$ cat src/rtl/por_trim_pkg.sv
// Shared types and defaults for the power-on / soft-reset trim sequencer.
// Holds the sequencer state encoding and the default timing constants.
package por_trim_pkg;

    typedef enum logic [1:0] {
        IDLE    = 2'd0,
        ASSERT  = 2'd1,
        RELEASE = 2'd2,
        DONE    = 2'd3
    } state_t;

    localparam int HOLD_CYCLES_DEF    = 16;
    localparam int STAGGER_CYCLES_DEF = 8;

endpackage

$ cat src/rtl/por_trim_timer.sv
// Cleared-on-load up-counter with a terminal-count flag.
// Ports: clk, load (clear to 0), en (increment), last (count == LIMIT-1).
module por_trim_timer #(
    parameter int LIMIT = 16,
    parameter int W     = $clog2(LIMIT + 1)
) (
    input  logic clk,
    input  logic load,
    input  logic en,
    output logic last
);

    logic [W-1:0] count;

    always_ff @(posedge clk) begin
        if (load) begin
            count <= '0;
        end else if (en) begin
            count <= count + W'(1);
        end
    end

    // Flag is high when the next increment reaches LIMIT.
    assign last = (count == W'(LIMIT - 1));

endmodule

$ cat src/rtl/por_trim_sequencer.sv
// Power-on / soft-reset sequencer: holds all domain resets, then releases
// them in staggered index order and latches the (optionally trimmed) vector.
// Ports: clk12, reset (sync, active high), req_reset, trim_vec, trim_ena,
//        domain_reset_o, reset_vector_o, busy, done, req_count.
module por_trim_sequencer
    import por_trim_pkg::*;
#(
    parameter int               NUM_DOMAINS    = 4,
    parameter int               VEC_W          = 32,
    parameter logic [VEC_W-1:0] DEFAULT_VEC    = VEC_W'(32'h6000_0000),
    parameter int               HOLD_CYCLES    = HOLD_CYCLES_DEF,
    parameter int               STAGGER_CYCLES = STAGGER_CYCLES_DEF,
    parameter int               CNT_W          = 16
) (
    input  logic                   clk12,
    input  logic                   reset,
    input  logic                   req_reset,
    input  logic [VEC_W-1:0]       trim_vec,
    input  logic                   trim_ena,
    output logic [NUM_DOMAINS-1:0] domain_reset_o,
    output logic [VEC_W-1:0]       reset_vector_o,
    output logic                   busy,
    output logic                   done,
    output logic [CNT_W-1:0]       req_count
);

    localparam int HOLD_W = $clog2(HOLD_CYCLES + 1);
    localparam int STAG_W = $clog2(STAGGER_CYCLES + 1);
    localparam int IDX_W  = (NUM_DOMAINS > 1) ? $clog2(NUM_DOMAINS) : 1;
    localparam logic [IDX_W-1:0] LAST_IDX = IDX_W'(NUM_DOMAINS - 1);

    state_t                 state;
    state_t                 state_d;
    logic [IDX_W-1:0]       idx;
    logic [IDX_W-1:0]       idx_d;
    logic [NUM_DOMAINS-1:0] domain_d;
    logic                   busy_d;
    logic                   done_d;
    logic                   start_q;
    logic                   hold_load;
    logic                   hold_last;
    logic                   hold_fire;
    logic                   stag_load;
    logic                   stag_last;
    logic                   stag_fire;
    logic [VEC_W-1:0]       capture_vec;

    assign capture_vec = trim_ena ? trim_vec : DEFAULT_VEC;

    // start_q marks the first edge after reset as the start edge, so the
    // hold count restarts there exactly as it does for an accepted request.
    assign hold_load = reset | req_reset | start_q;
    assign hold_fire = (state == ASSERT) & ~hold_load & hold_last;

    assign stag_fire = (state == RELEASE) & ~req_reset
                     & (idx != LAST_IDX) & stag_last;
    assign stag_load = reset | req_reset | hold_fire | stag_fire;

    por_trim_timer #(
        .LIMIT (HOLD_CYCLES),
        .W     (HOLD_W)
    ) u_hold (
        .clk  (clk12),
        .load (hold_load),
        .en   (state == ASSERT),
        .last (hold_last)
    );

    por_trim_timer #(
        .LIMIT (STAGGER_CYCLES),
        .W     (STAG_W)
    ) u_stag (
        .clk  (clk12),
        .load (stag_load),
        .en   (state == RELEASE),
        .last (stag_last)
    );

    always_ff @(posedge clk12) begin
        if (reset) begin
            state          <= ASSERT;
            idx            <= '0;
            domain_reset_o <= '1;
            busy           <= 1'b1;
            done           <= 1'b0;
            req_count      <= '0;
            start_q        <= 1'b1;
            reset_vector_o <= capture_vec;
        end else begin
            state          <= state_d;
            idx            <= idx_d;
            domain_reset_o <= domain_d;
            busy           <= busy_d;
            done           <= done_d;
            start_q        <= 1'b0;
            if (req_reset) begin
                reset_vector_o <= capture_vec;
                if (req_count != '1) begin
                    req_count <= req_count + CNT_W'(1);
                end
            end
        end
    end

    always_comb begin
        state_d = state;
        unique case (state)
            IDLE:    state_d = IDLE;
            ASSERT:  if (hold_fire) state_d = RELEASE;
            RELEASE: if (idx == LAST_IDX) state_d = DONE;
            DONE:    state_d = IDLE;
            default: state_d = IDLE;
        endcase
        if (req_reset) begin
            state_d = ASSERT;
        end
    end

    // Next values of the registered outputs; idx holds the most recently
    // released domain while in RELEASE.
    always_comb begin
        domain_d = domain_reset_o;
        busy_d   = busy;
        done_d   = 1'b0;
        idx_d    = idx;
        if (req_reset) begin
            domain_d = '1;
            busy_d   = 1'b1;
            idx_d    = '0;
        end else begin
            unique case (state)
                IDLE: begin
                    domain_d = '0;
                    busy_d   = 1'b0;
                end
                ASSERT: begin
                    if (hold_fire) begin
                        domain_d[0] = 1'b0;
                        idx_d       = '0;
                    end
                end
                RELEASE: begin
                    if (idx == LAST_IDX) begin
                        busy_d = 1'b0;
                        done_d = 1'b1;
                    end else if (stag_fire) begin
                        idx_d           = idx + IDX_W'(1);
                        domain_d[idx_d] = 1'b0;
                    end
                end
                DONE: begin
                    domain_d = '0;
                    busy_d   = 1'b0;
                end
                default: begin
                    domain_d = '0;
                    busy_d   = 1'b0;
                end
            endcase
        end
    end

endmodule

$ cat config.mk
export PLATFORM = sky130hd
export DESIGN_NAME = por_trim_sequencer
export DESIGN_NICKNAME = d
export VERILOG_FILES = /design/src/rtl/por_trim_pkg.sv /design/src/rtl/por_trim_timer.sv /design/src/rtl/por_trim_sequencer.sv
export SDC_FILE = /design/constraint.sdc
export NUM_CORES = 1
export LEC_CHECK = 0
export ABC_CLOCK_PERIOD_IN_PS = 2100
export BUFFER_PORTS_ARGS = -buffer_cell sky130_fd_sc_hd__clkbuf_2
export CAP_MARGIN = 30
export CORE_MARGIN = 4
export CORE_UTILIZATION = 47
export CTS_CLUSTER_DIAMETER = 60
export DETAILED_ROUTE_END_ITERATION = 8
export GPL_TIMING_DRIVEN = 0
export PLACE_DENSITY = 0.84
export RECOVER_POWER = 50
export SLEW_MARGIN = 25
export SYNTH_ARGS = -nofsm -noshare
export SYNTH_HDL_FRONTEND = slang
export SYNTH_SLANG_ARGS = --single-unit
$ cat constraint.sdc
create_clock -name clk12 -period 2.1 [get_ports clk12]
set_input_delay 0.21 -clock clk12 [delete_from_list [all_inputs] [get_ports clk12]]
set_output_delay 0.21 -clock clk12 [all_outputs]
set_load 0.02 [all_outputs]
==> impl_summary.log <==
[metrics] outcome: finished clean
[metrics] number of enable-type register cells in the synthesized netlist: 32
[metrics] Max H-tree Level: 3
[metrics] num rows: 28
[metrics] dominant synthesized flop cell: dfxtp_1
[metrics] peak fanout along the critical path: 10
[metrics] synthesized instance count: 266
[metrics] critical path type: reg -> reg
[metrics] via count of the routed design: 2296
[metrics] Comb power frac: 8.7%
[metrics] Final HPWL DP: 4560 µm
[metrics] number of global-route vias before repair: 2229
[metrics] final routed wire length divided by cell count: 13.8 µm
[metrics] Initial Utilization: 49.5%
[metrics] Reg2Reg Depth: 6
[metrics] share of Yosys cell area claimed by the top area cell type: 32.2%
[metrics] final count of hold timing violations: 0
[metrics] summed negative setup slack over all endpoints: 0 ps
[metrics] global-route wire length before repair: 10400 µm
[metrics] DRC violations left: 0
[metrics] most frequent cell after synthesis: dfxtp_1
[metrics] proportion of power drawn by flip-flops and latches: 54.6%
[metrics] num ports: 90
[metrics] Post-CTS Hold Buffers: 0
[metrics] number of antenna violations at the first check in global routing: 0
[metrics] internal power: 0.00206 W
[metrics] period utilization: 90.3%
[metrics] Clock Skew: 7.18 ps
[metrics] # placed instances: 430
[metrics] end of the worst register-to-register path: req_count[6]
[metrics] clock network fraction of total power: 36.7%
[metrics] area grow syn2layout: 22.4%
[metrics] category of the worst setup path capture point: flip-flop
[metrics] Static Leak: 1.41 nW
[metrics] switching power as a share of total power: 23.9%
[metrics] horizontal die dimension: 87.7 µm
[metrics] Setup Viol. Count Final: 0
[metrics] timing-limited maximum frequency: 0.527 GHz
[metrics] library cells used by synthesis: 44
[metrics] clock latency on the worst-skew pair: 330 ps
[metrics] post-cts sizing count: 0
[metrics] worst r2r src: req_count[0]
[metrics] largest net degree at the start of global routing: 35
[metrics] Antenna diodes: 0
[metrics] capturing element of the worst setup path: req_count[6]
[metrics] cell chosen for the clock root: clkbuf_8
[metrics] arrival time of the worst setup path: 2120 ps
[metrics] post-synth net total: 313
[metrics] final net count: 413
[metrics] number of register bits inferred by synthesis: 68
[metrics] area inside the core boundary: 6030 µm²
[metrics] required time worst endpoint: 2320 ps
[metrics] maximum VDD drop: 0.380 mV
[metrics] placer's final routability congestion estimate: 0.818
[metrics] origin of the worst setup path: req_count[0]
[metrics] unrepaired setup endpoints after global routing: no
[metrics] CTS sink count: 68
[metrics] die area: 7690 µm²
[metrics] Worst Setup Start Kind: flip-flop
[metrics] routed wire length: 6160 µm
[metrics] cell type contributing the most total cell area after synthesis: edfxtp_1
[metrics] worst slew pin tran: 1240 ps
[metrics] Clock Pin Slew Worst Setup and Hold Paths: 70 ps
[metrics] share of flip-flops with an asynchronous set or reset: 0%
[metrics] path class of the lowest-slack min-delay path: in -> reg
[metrics] number of cells in the finished layout apart from fillers: 446
[metrics] CTS tree: built
[metrics] number of vias per cell after detailed routing: 5.15
[metrics] first-pass detailed-route iteration total: 4
[metrics] reg2reg setup slack: 200 ps
[metrics] largest buffer count on any clock path: 2
[metrics] Net Switching: 0.000647 W
[metrics] start point of the worst min-delay path: reset
[metrics] post-route minimum period: 1900 ps
[metrics] synthesized area per cell: 11.2 µm²
[metrics] antenna viol nets, final: 0
[metrics] Seq/Total Area, Yosys: 56.4%
[metrics] Remaining Overflow, GRT: 0
[metrics] warning count from the yosys run: 0
[metrics] Post CTS Setup Buffer Count: 0
[metrics] area of the mapped netlist: 2980 µm²
[metrics] share of layout cells above drive strength 1: 20.2%
[metrics] synth cell count leaders: dfxtp_1, and2_1, edfxtp_1
[metrics] overall global routing resource usage: 17.3%
[metrics] leading cell types by total area after synthesis: edfxtp_1, dfxtp_1, and2_1
[metrics] Die Y-Extent: 87.7 µm
[metrics] first-iteration detailed-routing DRC count: 88
[metrics] power density relative to cell area: 741 nW/µm²
[metrics] Max-Slew Margin vs Limit: 17.5%
[metrics] final count of pins violating max slew: 0
[metrics] Inserted Clock Buffers: 9
[metrics] count of buffers from port buffering: 89
[metrics] max_cap viols: 0
kinds of logic (layout without fill, tap and decap cells):
kind of cell,count (synthesis),in the layout,share of synthesized area [%]
compound gates,35,35,7.72
xor+xnor,9,9,2.64
buf+inv,19,124,3.06
mux,7,7,2.56
simple gates,117,117,23.1
fa+ha+maj,11,11,4.61
flops,68,68,56.4
layer usage:
| metal | track usage (%) | wire length (µm) |
|---|---|---|
| met1 | 21.2 | 2730 |
| met2 | 29.0 | 2870 |
| met3 | 3.48 | 422 |
| met4 | 8.79 | 140 |
| met5 | 0 | 0 |
flip-flops by register name, summed over array words and instances, names as in the netlist:
register,cells
domain_reset_o,4
reset_vector_o,32
req_count,16
idx,2
state,2
done,1
start_q,1
busy,1
u_hold.count,5
u_stag.count,4
placed cells by master, fill, tap and decap left out, drive strengths merged, types with 2 or more instances in the layout:
| cell type | Yosys | final |
|---|---|---|
| or4 | 3 | 3 |
| nand3 | 9 | 9 |
| nand4 | 8 | 8 |
| clkinv | 0 | 5 |
| o21ai | 6 | 6 |
| or3 | 5 | 5 |
| nor3 | 4 | 4 |
| ha | 11 | 11 |
| edfxtp | 32 | 32 |
| xnor2 | 5 | 5 |
| nor2b | 5 | 5 |
| dfxtp | 36 | 36 |
| a21oi | 11 | 11 |
| and2 | 33 | 33 |
| nand2 | 17 | 17 |
| mux2 | 2 | 2 |
| nor2 | 20 | 20 |
| inv | 8 | 8 |
| and3 | 3 | 3 |
| and4 | 3 | 3 |
| a2111oi | 2 | 2 |
| a31oi | 2 | 2 |
| mux2i | 5 | 5 |
| o41ai | 2 | 2 |
| a211oi | 5 | 5 |
| xor2 | 4 | 4 |
| clkbuf | 8 | 106 |
| buf | 3 | 3 |
| nand2b | 4 | 4 |
| o31ai | 5 | 5 |
stage by stage:
stage | total power [W] | hold WS [ps] | instance area (µm²) | setup WS [ps] | util [%]
after detailed placement | 0.00176 | 374 | 3520 | 240 | 58.5
after CTS | 0.00276 | 15.9 | 3700 | 212 | 61.5
final | 0.00271 | 56.0 | 3650 | 204 | 60.6
after global placement | 0.00175 | 376 | 3520 | 241 | 58.5
after floorplan | 0.00165 | 238 | 2980 | 227 | -
after global routing | 0.00282 | 45.3 | 3650 | 91.5 | 60.6
critical path, cell delays in order, from the launching register on:
cell and delay, ps:
dfxtp_1 410, ha_1 270, nand3_4 140, o41ai_2 430, buf_6 200, nor3_2 50
mux2_4 280
final cells by class:
class | count | area, µm²
Tap cell | 75 | 93.8
Timing Repair Buffer | 89 | 393
Fill cell | 526 | 2370
Clock buffer | 9 | 124
Multi-Input combinational cell | 179 | 1210
Sequential cell | 68 | 1680
Inverter | 8 | 30.0
Clock inverter | 7 | 57.6
Buffer | 11 | 61.3
how the worst min path moves through the flow:
stage                     cells after the start  slack, ps      end
after global placement                        1        380  start_q
final                                         1         60  start_q
after detailed placement                      1        370  start_q
after floorplan                               0        240  start_q
after CTS                                     1         20  start_q
after global routing                          1         50  start_q
power by group through the flow:
stage	clock [W]	combinational [W]	sequential, W
finish	0.000995	0.000234	0.00148
CTS	0.00103	0.000255	0.00148
global placement	0	0.000247	0.00151
global route	0.00108	0.000256	0.00148
detailed placement	0	0.000254	0.00151
floorplan	0	0.0000620	0.00159
Power figures use the tool's default switching activity.
